### config.mk
export PLATFORM = sky130hd
export DESIGN_NAME = factorial_cu
export DESIGN_NICKNAME = d
export VERILOG_FILES = /design/src/rtl/factorial_cu.sv
export SDC_FILE = /design/constraint.sdc
export NUM_CORES = 1
export LEC_CHECK = 0
export ABC_AREA = 0
export CORE_UTILIZATION = 42
export CTS_CLUSTER_DIAMETER = 200
export DETAILED_ROUTE_END_ITERATION = 6
export GPL_TIMING_DRIVEN = 1
export PLACE_DENSITY = 0.82
export SLEW_MARGIN = 20
export SYNTH_ARGS = -nofsm -noshare
export SYNTH_HDL_FRONTEND = slang
export SYNTH_SLANG_ARGS = --single-unit
### constraint.sdc
create_clock -name clk -period 1.3 [get_ports clk]
set_input_delay 0.325 -clock clk [delete_from_list [all_inputs] [get_ports clk]]
set_output_delay 0.325 -clock clk [all_outputs]
set_load 0.03 [all_outputs]
### src/rtl/factorial_cu.sv
// Control unit for the factorial datapath: go/done handshake, datapath
// controls, MULT-iteration watchdog and status/debug outputs.
module factorial_cu #(
  parameter int unsigned MAX_ITER = 12,
  parameter int unsigned STATE_W  = 3
) (
  input  logic               clk,
  input  logic               rst,
  input  logic               go,
  input  logic               a_gt_b,
  input  logic               err,
  output logic               prod_mux_sel,
  output logic               prod_reg_ld,
  output logic               cnt_ld,
  output logic               cnt_en,
  output logic               out_mux_sel,
  output logic               done,
  output logic               error,
  output logic               busy,
  output logic [3:0]         iter_cnt,
  output logic [STATE_W-1:0] state
);

  localparam int unsigned ITER_W = 4;
  localparam logic [ITER_W-1:0] ITER_LIMIT = ITER_W'(MAX_ITER);
  localparam logic [ITER_W-1:0] ITER_SAT   = '1;

  typedef enum logic [2:0] {
    S_IDLE  = 3'd0,
    S_LOAD  = 3'd1,
    S_CHECK = 3'd2,
    S_MULT  = 3'd3,
    S_DONE  = 3'd4,
    S_ERROR = 3'd5
  } state_t;

  state_t            r_state;
  state_t            w_state_nxt;
  logic [ITER_W-1:0] r_iter;

  logic w_prod_mux_sel, w_prod_reg_ld, w_cnt_ld, w_cnt_en;
  logic w_out_mux_sel, w_done, w_error, w_busy;

  // State register
  always_ff @(posedge clk) begin
    if (rst) r_state <= S_IDLE;
    else     r_state <= w_state_nxt;
  end

  // Next-state logic
  always_comb begin
    w_state_nxt = r_state;
    case (r_state)
      S_IDLE: begin
        if (go) w_state_nxt = err ? S_ERROR : S_LOAD;
      end
      S_LOAD:  w_state_nxt = S_CHECK;
      S_CHECK: begin
        if (!a_gt_b)                 w_state_nxt = S_DONE;
        else if (r_iter == ITER_LIMIT) w_state_nxt = S_ERROR;
        else                         w_state_nxt = S_MULT;
      end
      S_MULT:  w_state_nxt = S_CHECK;
      S_DONE:  if (!go) w_state_nxt = S_IDLE;
      S_ERROR: if (!go) w_state_nxt = S_IDLE;
      default: w_state_nxt = S_IDLE;
    endcase
  end

  // Moore decode of the upcoming state, registered so outputs track r_state
  always_comb begin
    w_prod_mux_sel = 1'b0;
    w_prod_reg_ld  = 1'b0;
    w_cnt_ld       = 1'b0;
    w_cnt_en       = 1'b0;
    w_out_mux_sel  = 1'b0;
    w_done         = 1'b0;
    w_error        = 1'b0;
    w_busy         = 1'b0;
    case (w_state_nxt)
      S_LOAD: begin
        w_cnt_ld      = 1'b1;
        w_prod_reg_ld = 1'b1;
        w_busy        = 1'b1;
      end
      S_CHECK: w_busy = 1'b1;
      S_MULT: begin
        w_prod_mux_sel = 1'b1;
        w_prod_reg_ld  = 1'b1;
        w_cnt_en       = 1'b1;
        w_busy         = 1'b1;
      end
      S_DONE: begin
        w_out_mux_sel = 1'b1;
        w_done        = 1'b1;
      end
      S_ERROR: w_error = 1'b1;
      default: ;
    endcase
  end

  always_ff @(posedge clk) begin
    if (rst) begin
      prod_mux_sel <= 1'b0;
      prod_reg_ld  <= 1'b0;
      cnt_ld       <= 1'b0;
      cnt_en       <= 1'b0;
      out_mux_sel  <= 1'b0;
      done         <= 1'b0;
      error        <= 1'b0;
      busy         <= 1'b0;
    end else begin
      prod_mux_sel <= w_prod_mux_sel;
      prod_reg_ld  <= w_prod_reg_ld;
      cnt_ld       <= w_cnt_ld;
      cnt_en       <= w_cnt_en;
      out_mux_sel  <= w_out_mux_sel;
      done         <= w_done;
      error        <= w_error;
      busy         <= w_busy;
    end
  end

  // Iteration counter: cleared on the LOAD edge, saturating count of MULT cycles
  always_ff @(posedge clk) begin
    if (rst)                                      r_iter <= '0;
    else if (r_state == S_LOAD)                   r_iter <= '0;
    else if (r_state == S_MULT && r_iter != ITER_SAT) r_iter <= r_iter + ITER_W'(1);
  end

  assign iter_cnt = r_iter;
  assign state    = STATE_W'(r_state);

endmodule

==> run summary <==
The via count of the first global-routing pass was 484. The worst setup path is captured at an output pin. In the final routed layout, each cell accounts on average for 12.2 µm. At the end of routability-driven placement, the weighted congestion stood at 0.748. The largest net degree at the start of global routing came out at 9. The later-pin clock latency in the skew report is 280 ps.

Leaving out fill and tap cells, the most frequent cell in the layout is sky130_fd_sc_hd__buf_4. The flip-flop and latch count after synthesis is 13. The area growth from synthesis to layout is 53.6%.

The final HPWL from detailed placement is 902 µm. The setup path with the least slack is of type flip-flop to output pin. The worst-margin pin slew came out at 290 ps. The clock-pin slew on the worst setup and hold paths came out at 80 ps. The total nets after synthesis is 69.

The floorplan row count came out at 12. The iteration-0 DRC count of the detailed router came out at 5. The post-route minimum period came out at 1280 ps. In this run, synthesis inferred 0 flip-flops with an integrated enable.

TritonCTS built the clock tree. The total routed wirelength came out at 1290 µm. Summed over all nets, wire length on met3 after detailed routing comes to 70 µm. The detailed router placed 528 vias in this run. The worst setup path is launched from a flip-flop. Timing analysis after detailed placement gives a worst setup slack of -288 ps. Based on the critical path, the design can be clocked at up to 779 MHz. The peak supply drop is 0.000749 V.

The largest stage delay on the critical path is 370 ps. The flow ran to the end, and the final reports show no timing, DRC or antenna violations. The number of I/O pins came out at 20. The number of iterations in the first detailed-routing pass came out at 4. The amount of wire on met2 after detailed routing is 626 µm. The data arrival time of the critical path is 960 ps. The count of input and output buffers is 19. The cell type group with the largest total delay on the critical path is flip-flops. The initial core utilization came out at 48.6%. The post-synthesis instance area came out at 577 µm². The async set or reset register ratio after synthesis came out at 0%. The final number of hold-violating endpoints came to 0. The tightest min-delay check is of the input pin to flip-flop type. The setup violation total in the final timing report came out at 0. The most used flip-flop cell after synthesis is sky130_fd_sc_hd__dfxtp_1.

In the final routing, the length of wire on met1 measures 568 µm. The worst-case clock skew is 7.32 ps. The total grt overflow came out at 0. The total inserted antenna cells came out at 0.

The average footprint of a synthesized cell came out at 9.30 µm². Along the worst path, the maximum fanout reaches 6. The static leakage is 0.407 nW. The fraction of the core area covered by cells at the end of the flow came out at 74.7%. In the synthesized netlist, the number of instances is 62. The root buffer cell chosen for the clock tree is sky130_fd_sc_hd__clkbuf_4. Global routing consumed, over all layers together, 19.5% of the routing resources.

The first global-routing pass estimated 1930 µm of wire. In the final design database the tool counted 100 nets. The number of pins exceeding their max-slew limit in the final report came to 0. The worst path meets setup with 16.2 ps of slack. The via-per-instance ratio is 4.98.

The final worst-path cycle share is 98.8%. The remaining routing DRC violations is 0. The die covers 1530 µm². The sequential-to-total area share from yosys stat is 45.1%. Once detail routing completed, the nets flagged for antenna violations numbered 0. The deepest level of the CTS H-tree came out at 1. The die height came out at 39.1 µm.

Max-cap violations in this run came to 0. The longest clock path from root to sink contains 2 buffers. The critical path contains buffers and inverters numbering 2 combined. The worst slew margin relative to its limit came out at 80.7%. Setup repair after global routing could not meet its margin everywhere. The area inside the core boundary is 1190 µm². In this design, the critical path's most frequently occurring cell is sky130_fd_sc_hd__buf_4. The highest layer touched by signal routing is met4. The die extent in x is 39.1 µm. The CTS buffer count is 3.

The initial antenna violation count came out at 0. The total number of clock tree sinks came out at 13. Traced cell by cell, the critical path runs through buf_4 -> buf_4. The top cell types in the final layout, fill and taps aside, are sky130_fd_sc_hd__buf_4, sky130_fd_sc_hd__nor2_1, sky130_fd_sc_hd__dfxtp_1, sky130_fd_sc_hd__inv_1, sky130_fd_sc_hd__dfxtp_2.

Yosys printed 0 warnings. The synthesized netlist contains 26 unique library cells. The fraction of final layout cells with drive strength greater than 1 came out at 53.3%. Power spread over the standard cell area amounts to 1020 nW/µm². The required time of the worst setup path is 980 ps. The sum of negative setup slack is 0 ps.

On the critical path, the stage with the largest delay is an instance of sky130_fd_sc_hd__dfxtp_2.
through the flow:
stage | instances | cell area (µm²) | hold slack (ps) | power, mW
2_1_floorplan | 62 | 583 | 395 | 0.565
3_3_place_gp | 101 | 803 | 596 | 0.641
3_5_place_dp | 101 | 803 | 614 | 0.643
4_1_cts | 105 | 826 | 594 | 0.882
5_1_grt | 106 | 886 | 652 | 0.937
6_report | 106 | 886 | 600 | 0.903
worst reg2reg max path, stage by stage (launching register included):
cell and delay [ps]:
sky130_fd_sc_hd__dfxtp_4 350, sky130_fd_sc_hd__inv_1 50, sky130_fd_sc_hd__ha_2 170, sky130_fd_sc_hd__nand3_2 100
sky130_fd_sc_hd__nand2_2 90, sky130_fd_sc_hd__a32o_2 290, sky130_fd_sc_hd__nor3_2 140
synth_stat cells, drive strengths merged, types with 2 or more instances:
cell type	number	area share (%)
a21oi	2	1.7
xor2	2	3.0
nor2	10	6.5
ha	2	4.3
inv	6	3.9
nand4	2	2.2
nand2	2	1.3
dfxtp	13	45
nand3	3	2.6
a21o	2	2.6
nor2b	2	2.6
mux2i	2	3.5
nor3	3	4.3
buf	2	2.6
cell families after synthesis:
group	share of synthesized area, %
DFF	45.1
and+or+nand+nor	25.2
adders and majority gates	4.34
xor gates and xnor gates	4.56
AOI/OAI and AO/OA	10.8
muxes	3.47
buffers and inverters	6.51
state kept, by name (all words and copies together), names as in the netlist:
register / cells
state: 3
error: 1
cnt_en: 1
prod_reg_ld: 1
iter_cnt: 4
done: 1
cnt_ld: 1
busy: 1
per-layer routing:
layer | track usage [%] | vias up
met5 | 0 | -
met4 | 12.9 | 0
met3 | 5.20 | 2
met2 | 33.3 | 17
met1 | 20.5 | 237
li1 | - | 272
report_power, final:
group	switching (mW)	total (mW)	internal [mW]	leakage [nW]
Combinational	0.124	0.214	0.0906	0.283
Clock	0.133	0.252	0.119	0.0150
Sequential	0.0183	0.437	0.419	0.108
Total	0.275	0.903	0.628	0.407
area by class of cell:
cell class | instances | area [µm²]
inverter | 6 | 22.5
sequential | 13 | 269
multi-input combinational | 41 | 333
fill | 95 | 300
clock buffer | 4 | 26.3
tap | 14 | 17.5
timing repair buffer | 28 | 218
final timing paths:
kind	from	end	slack (ps)	cells past startpoint
max	state[2]	state[2]	20	2
min	go	done	600	4
max reg2reg	iter_cnt[0]	busy	50	6
min reg2reg	iter_cnt[1]	iter_cnt[1]	630	3
timing repair:
action,4_1_cts,5_1_grt
resized for setup,5,16
buffers inserted,0,1
hold buffers,0,0
pin swaps,1,4
endpoints found under the setup margin,5,15
Note: power is estimated with default switching activity, not from simulation.
